--- config.mk ---
export PLATFORM = sky130hd
export DESIGN_NAME = bin2bcd_disp_flat
export DESIGN_NICKNAME = d
export VERILOG_FILES = /design/src/rtl/bin2bcd_disp_if.sv /design/src/rtl/bin2bcd_disp.sv /design/src/flat_wrapper.sv
export SDC_FILE = /design/constraint.sdc
export NUM_CORES = 1
export LEC_CHECK = 0
export BUFFER_PORTS_ARGS = -buffer_cell sky130_fd_sc_hd__buf_2
export CAP_MARGIN = 15
export CORE_MARGIN = 3
export CORE_UTILIZATION = 39
export CTS_BUF_LIST = sky130_fd_sc_hd__clkbuf_16
export CTS_CLUSTER_DIAMETER = 80
export CTS_CLUSTER_SIZE = 28
export DETAILED_ROUTE_END_ITERATION = 8
export MAX_ROUTING_LAYER = met4
export PLACE_DENSITY_LB_ADDON = 0.1
export RECOVER_POWER = 25
export SYNTH_ARGS = -nofsm -noshare
export SYNTH_HDL_FRONTEND = slang
export SYNTH_SLANG_ARGS = --single-unit
--- constraint.sdc ---
create_clock -name i_clk -period 6.7 [get_ports i_clk]
set_clock_uncertainty 0.15 [all_clocks]
set_input_delay 1.34 -clock i_clk [delete_from_list [all_inputs] [get_ports i_clk]]
set_output_delay 1.34 -clock i_clk [all_outputs]
set_load 0.005 [all_outputs]
--- src/rtl/bin2bcd_disp_if.sv ---
// Request channel of the binary-to-BCD display converter: a value plus a valid/ready handshake.
// The master drives i_valid/i_data, and the converter (slave) answers with o_ready.
interface bin2bcd_disp_if #(
   parameter int DATA_W = 32
) ();

   logic              i_valid;
   logic [DATA_W-1:0] i_data;
   logic              o_ready;

   modport master (
      output i_valid,
      output i_data,
      input  o_ready
   );

   modport slave (
      input  i_valid,
      input  i_data,
      output o_ready
   );

endinterface : bin2bcd_disp_if

--- src/rtl/bin2bcd_disp.sv ---
// Sequential double-dabble converter (one bit per clock) feeding an 8-digit seven-segment stage.
// Optional macro BCD_BLANK_LEADING_ZERO_EN blanks leading zero digits with code 4'hF.
module bin2bcd_disp #(
   parameter int DATA_W = 32
) (
   input  logic              i_clk,
   input  logic              i_rst,
   bin2bcd_disp_if.slave     io_req,
   output logic              o_valid,
   output logic              o_ovf,
   output logic [6:0]        io_hex0_o,
   output logic [6:0]        io_hex1_o,
   output logic [6:0]        io_hex2_o,
   output logic [6:0]        io_hex3_o,
   output logic [6:0]        io_hex4_o,
   output logic [6:0]        io_hex5_o,
   output logic [6:0]        io_hex6_o,
   output logic [6:0]        io_hex7_o
);

   localparam int                CNT_W    = $clog2(DATA_W);
   localparam logic [CNT_W-1:0]  LAST_BIT = CNT_W'(DATA_W - 1);
   localparam logic [DATA_W-1:0] SAT_VAL  = DATA_W'(99_999_999);

   typedef enum logic [1:0] {
      S_IDLE,
      S_SHIFT,
      S_DONE
   } state_t;

   state_t            r_state;
   state_t            w_state_nxt;
   logic              w_accept;

   logic [DATA_W-1:0] r_bin;
   logic [31:0]       r_scratch;
   logic [CNT_W-1:0]  r_bit_cnt;
   logic              r_pend_ovf;

   logic [31:0]       w_corr;
   logic [7:0][3:0]   w_digit;
   logic              w_sat;

   logic [7:0][3:0]   r_hex;
   logic              r_valid;
   logic              r_ovf;

   // ------------------------------------------------------------------
   // Control FSM
   // ------------------------------------------------------------------
   always_ff @(posedge i_clk) begin
      // NOTE: state and data registers use non-blocking assignments so every
      // flop samples the pre-edge values regardless of statement order.
      if (i_rst) begin
         r_state <= S_IDLE;
      end else begin
         r_state <= w_state_nxt;
      end
   end

   always_comb begin
      // NOTE: every output of this block gets a default first, so no path
      // through the case can leave a value unassigned and infer a latch.
      w_state_nxt    = r_state;
      io_req.o_ready = 1'b0;
      w_accept       = 1'b0;
      case (r_state)
         S_IDLE: begin
            io_req.o_ready = 1'b1;
            if (io_req.i_valid) begin
               w_accept    = 1'b1;
               w_state_nxt = S_SHIFT;
            end
         end
         S_SHIFT: begin
            if (r_bit_cnt == LAST_BIT) begin
               w_state_nxt = S_DONE;
            end
         end
         S_DONE: begin
            w_state_nxt = S_IDLE;
         end
         default: begin
            w_state_nxt = S_IDLE;
         end
      endcase
   end

   // ------------------------------------------------------------------
   // Double-dabble datapath
   // ------------------------------------------------------------------
   assign w_sat = (io_req.i_data > SAT_VAL);

   // Add-3 correction of all eight nibbles, each from its own pre-correction value.
   always_comb begin
      w_corr = r_scratch;
      for (int k = 0; k < 8; k++) begin
         if (r_scratch[4*k +: 4] >= 4'd5) begin
            w_corr[4*k +: 4] = r_scratch[4*k +: 4] + 4'd3;
         end
      end
   end

   // NOTE: the working registers carry no reset; they are always loaded at
   // accept before being read, and reset already forces the FSM to IDLE.
   always_ff @(posedge i_clk) begin
      if (w_accept) begin
         r_bin      <= w_sat ? SAT_VAL : io_req.i_data;
         r_pend_ovf <= w_sat;
         r_scratch  <= '0;
         r_bit_cnt  <= '0;
      end else if (r_state == S_SHIFT) begin
         {r_scratch, r_bin} <= {w_corr, r_bin} << 1;
         r_bit_cnt          <= r_bit_cnt + CNT_W'(1);
      end
   end

   // ------------------------------------------------------------------
   // Digit formatting
   // ------------------------------------------------------------------
`ifdef BCD_BLANK_LEADING_ZERO_EN
   logic w_lead;

   // Walk down from the top digit; stay blank until the first non-zero nibble.
   always_comb begin
      w_lead     = 1'b1;
      w_digit    = r_scratch;
      for (int k = 7; k >= 1; k--) begin
         if (r_scratch[4*k +: 4] != 4'd0) begin
            w_lead = 1'b0;
         end
         if (w_lead) begin
            w_digit[k] = 4'hF;
         end
      end
   end
`else
   assign w_digit = r_scratch;
`endif

   // ------------------------------------------------------------------
   // Registered display outputs, all eight digits updated together
   // ------------------------------------------------------------------
   always_ff @(posedge i_clk) begin
      if (i_rst) begin
         r_hex   <= '0;
         r_valid <= 1'b0;
         r_ovf   <= 1'b0;
      end else begin
         r_valid <= (r_state == S_DONE);
         if (r_state == S_DONE) begin
            r_hex <= w_digit;
            r_ovf <= r_pend_ovf;
         end
      end
   end

   assign o_valid   = r_valid;
   assign o_ovf     = r_ovf;
   assign io_hex0_o = {3'b000, r_hex[0]};
   assign io_hex1_o = {3'b000, r_hex[1]};
   assign io_hex2_o = {3'b000, r_hex[2]};
   assign io_hex3_o = {3'b000, r_hex[3]};
   assign io_hex4_o = {3'b000, r_hex[4]};
   assign io_hex5_o = {3'b000, r_hex[5]};
   assign io_hex6_o = {3'b000, r_hex[6]};
   assign io_hex7_o = {3'b000, r_hex[7]};

endmodule : bin2bcd_disp

--- src/flat_wrapper.sv ---
// flat-port wrapper written by rule: the top's interface ports become plain ports
module bin2bcd_disp_flat 
#(
   parameter int DATA_W = 32
)
  (i_clk, i_rst, o_valid, o_ovf, io_hex0_o, io_hex1_o, io_hex2_o, io_hex3_o, io_hex4_o, io_hex5_o, io_hex6_o, io_hex7_o, io_req_i_valid, io_req_i_data, io_req_o_ready);
  bin2bcd_disp_if #(.DATA_W(DATA_W)) io_req_i ();
  input  logic i_clk;
  input  logic i_rst;
  output logic o_valid;
  output logic o_ovf;
  output logic [6:0] io_hex0_o;
  output logic [6:0] io_hex1_o;
  output logic [6:0] io_hex2_o;
  output logic [6:0] io_hex3_o;
  output logic [6:0] io_hex4_o;
  output logic [6:0] io_hex5_o;
  output logic [6:0] io_hex6_o;
  output logic [6:0] io_hex7_o;
  input wire logic [$bits(io_req_i.i_valid)-1:0] io_req_i_valid;
  input wire logic [$bits(io_req_i.i_data)-1:0] io_req_i_data;
  output wire logic [$bits(io_req_i.o_ready)-1:0] io_req_o_ready;
  assign io_req_i.i_valid = io_req_i_valid;
  assign io_req_i.i_data = io_req_i_data;
  assign io_req_o_ready = io_req_i.o_ready;
  bin2bcd_disp #(.DATA_W(DATA_W)) u_core (.i_clk(i_clk), .i_rst(i_rst), .io_req(io_req_i), .o_valid(o_valid), .o_ovf(o_ovf), .io_hex0_o(io_hex0_o), .io_hex1_o(io_hex1_o), .io_hex2_o(io_hex2_o), .io_hex3_o(io_hex3_o), .io_hex4_o(io_hex4_o), .io_hex5_o(io_hex5_o), .io_hex6_o(io_hex6_o), .io_hex7_o(io_hex7_o));
endmodule
==> results.sh <==
export IMPL_path_clk_slew_ns=0.07
export IMPL_ys_seq_area_frac=0.494
export IMPL_slew_headroom=-0.552
export IMPL_dieArea_mm2=0.0141
export IMPL_port_buffer_count=69
export IMPL_cts_repair_resize_count=0
export IMPL_nets=648
export IMPL_p_leak_uw=0.00212
export IMPL_rows=40
export IMPL_initial_core_util=0.407
export IMPL_slew_violations=89
export IMPL_worstPathArrival_ns=4.44
export IMPL_period_share=0.668
export IMPL_grt_setup_unrepaired="no"
export IMPL_rr_startpoint="u_core.r_state[0]$_SDFFE_PP0P_"
export IMPL_cts_inserted_buffers=9
export IMPL_grt_overflow_total=0
export IMPL_finalHoldViolCount=0
export IMPL_power_frac_clock=0.383
export IMPL_vdd_drop_max_mv=0.131
export IMPL_max_clock_freq_ghz=0.223
export IMPL_io_pins=94
export IMPL_layout_common_cells="83 x nand2_1, 73 x dfxtp_1, 68 x buf_2"
export IMPL_fillers=1250
export IMPL_crit_required_ns=6.66
export IMPL_grt_max_degree=59
export IMPL_grt_pass1_wl_um=16600
export IMPL_ant_nets=0
export IMPL_routed_wl_um=9660
export IMPL_num_vias=3645
export IMPL_crit_start="io_req_i_valid"
export IMPL_routedWlPerCell_um=12.6
export IMPL_setup_viol=0
export IMPL_post_route_cells_drive_above_1_share=0.202
export IMPL_diodes=0
export IMPL_die_y_um=119
export IMPL_p_total_uw=1330
export IMPL_multi_input_area_mm2=0.00219
export IMPL_clk_latency_ns=0.35
export IMPL_die_w_um=119
export IMPL_vias_per_cell=4.75
export IMPL_final_common_cell="nand2_1"
export IMPL_grt_pass1_vias=3539
export IMPL_combinationalPowerShare=0.083
export IMPL_cts_hold_buffers_added=0
export IMPL_cts_root_buf="clkbuf_16"
export IMPL_crit_path_end_kind="flip-flop"
export IMPL_yosysUniqueCellTypes=38
export IMPL_drc=0
export IMPL_clk_path_buf_depth=2
export IMPL_synthCells=542
export IMPL_synth_seq_cells=106
export IMPL_path_max_fanout=51
export IMPL_hold_start="u_core.io_hex2_o[0]$_SDFFE_PP0P_"
export IMPL_avgSynthCellArea_um2=9.16
export IMPL_drt_iter0_drc=197
export IMPL_crit_path_start_kind="primary input"
export IMPL_track_usage=0.148
export IMPL_period_minus_slack_ns=4.48
export IMPL_tightest_slew_ns=2.33
export IMPL_criticalPathCategory="in2reg"
export IMPL_place_congestion=0.803
export IMPL_power_frac_seq=0.534
export IMPL_first_pass_iters=4
export IMPL_holdCritPathClass="reg2reg"
export IMPL_tns_ns=0
export IMPL_post_cts_buffers=0
export IMPL_synth_area_mm2=0.00496
export IMPL_outcome="finished, violations left"
export IMPL_cts_tree="done"
export IMPL_p_per_area_mw_per_mm2=238
export IMPL_max_cap_violations=2
export IMPL_regArea_mm2=0.00245
export IMPL_intPower_uw=1020
export IMPL_violations="capacitance limit, slew limit"
export IMPL_p_switching_uw=310
export IMPL_cts_sinks=106
export IMPL_dp_hpwl_um=6350
export IMPL_htreeDepth=3
export IMPL_antenna_found_initial=0
export IMPL_area_growth_pct=12.6
export IMPL_p_sw_frac=0.233
export IMPL_coreArea_mm2=0.0122
export IMPL_yosys_warnings=0
-- cells in the mapped netlist, drive strengths merged --
cell	n	area, um2
a211oi	1	12.5
a21oi	71	423
a31o	7	61.3
and2	12	75.1
and3	1	6.26
buf	41	282
clkbuf	15	56.3
conb	1	3.75
dfxtp	73	1460
edfxtp	33	991
ha	18	225
inv	20	75.1
mux2	8	90.1
nand2	84	318
nand2b	11	68.8
nand3	25	125
nand3b	2	15.0
nand4	2	12.5
nand4b	1	8.76
nor2	50	188
nor2b	2	12.5
nor3b	1	7.51
nor4	2	27.5
o21ai	33	165
o22ai	1	20.0
o31ai	2	15.0
o32ai	7	61.3
xnor2	9	78.8
xor2	9	78.8
-- critical path, cell delays in order --
cell and delay [ns]:
buf_2 0.10, nand2_1 0.05, clkbuf_1 1.64, inv_1 0.53
buf_4 0.46, a31o_2 0.30
-- state kept, by name, indices dropped and copies added, names as in the netlist, 4 cells and up --
| register | count |
|---|---|
| u_core.r_bit_cnt | 5 |
| u_core.io_hex7_o | 4 |
| u_core.r_scratch | 32 |
| u_core.io_hex5_o | 4 |
| u_core.io_hex1_o | 4 |
| u_core.io_hex6_o | 4 |
| u_core.io_hex0_o | 4 |
| u_core.io_hex4_o | 4 |
| u_core.io_hex3_o | 4 |
| u_core.r_bin | 32 |
| u_core.io_hex2_o | 4 |
-- metal layers --
metal / wire [um] / GRT usage / part of all wire
met1: 4420 / 0.173 / 0.46
met2: 4690 / 0.253 / 0.49
met3: 388 / 0.0261 / 0.040
met4: 171 / 0.0630 / 0.018
met5: 0 / - / 0
-- path summary, 6_finish.rpt --
| check | depth (start not counted) | slack [ns] | end |
|---|---|---|---|
| worst max-delay path | 6 | 2.22 | u_core.r_bin[10]$_DFFE_PP_ |
| worst min-delay path | 2 | 0.30 | u_core.io_hex2_o[0]$_SDFFE_PP0P_ |
| worst max register to register | 6 | 2.81 | u_core.r_bin[10]$_DFFE_PP_ |
| worst min register to register | 2 | 0.30 | u_core.io_hex2_o[0]$_SDFFE_PP0P_ |
-- metrics by stage --
step           instance area, um2  utilization  setup slack, ns  instances  hold slack, ns
3_3_place_gp                 5320        0.436             3.39        752           0.288
3_5_place_dp                 5320        0.436             3.38        752           0.295
4_1_cts                      5600        0.458             3.75        768           0.304
2_1_floorplan                5050            -             3.69        565           0.268
6_report                     5590        0.458             2.22        768           0.300
5_1_grt                      5590        0.458             1.89        768           0.320
-- cell families after synthesis --
family	Yosys count	synth area share
other	1	0.000755
DFF	106	0.494
and+or+nand+nor	193	0.174
AOI/OAI and AO/OA	122	0.153
xor gates and xnor gates	18	0.0318
adders and majority gates	18	0.0454
buffers and inverters	76	0.0832
muxes	8	0.0181
-- cell type report --
type                       count  area share
timing repair buffer          75      0.0689
clock inverter                 7     0.00940
tap                          168      0.0376
inverter                      20      0.0134
sequential                   106       0.439
multi-input combinational    383       0.392
clock buffer                   9      0.0403
-- power groups by stage --
stage	Sequential (uW)	Clock (uW)	Combinational (uW)
6_report	710	508	110
5_1_grt	713	552	127
4_1_cts	710	525	112
3_5_place_dp	724	0	112
3_3_place_gp	724	0	109
2_1_floorplan	720	0	91.9
Power figures use the tool's default switching activity.
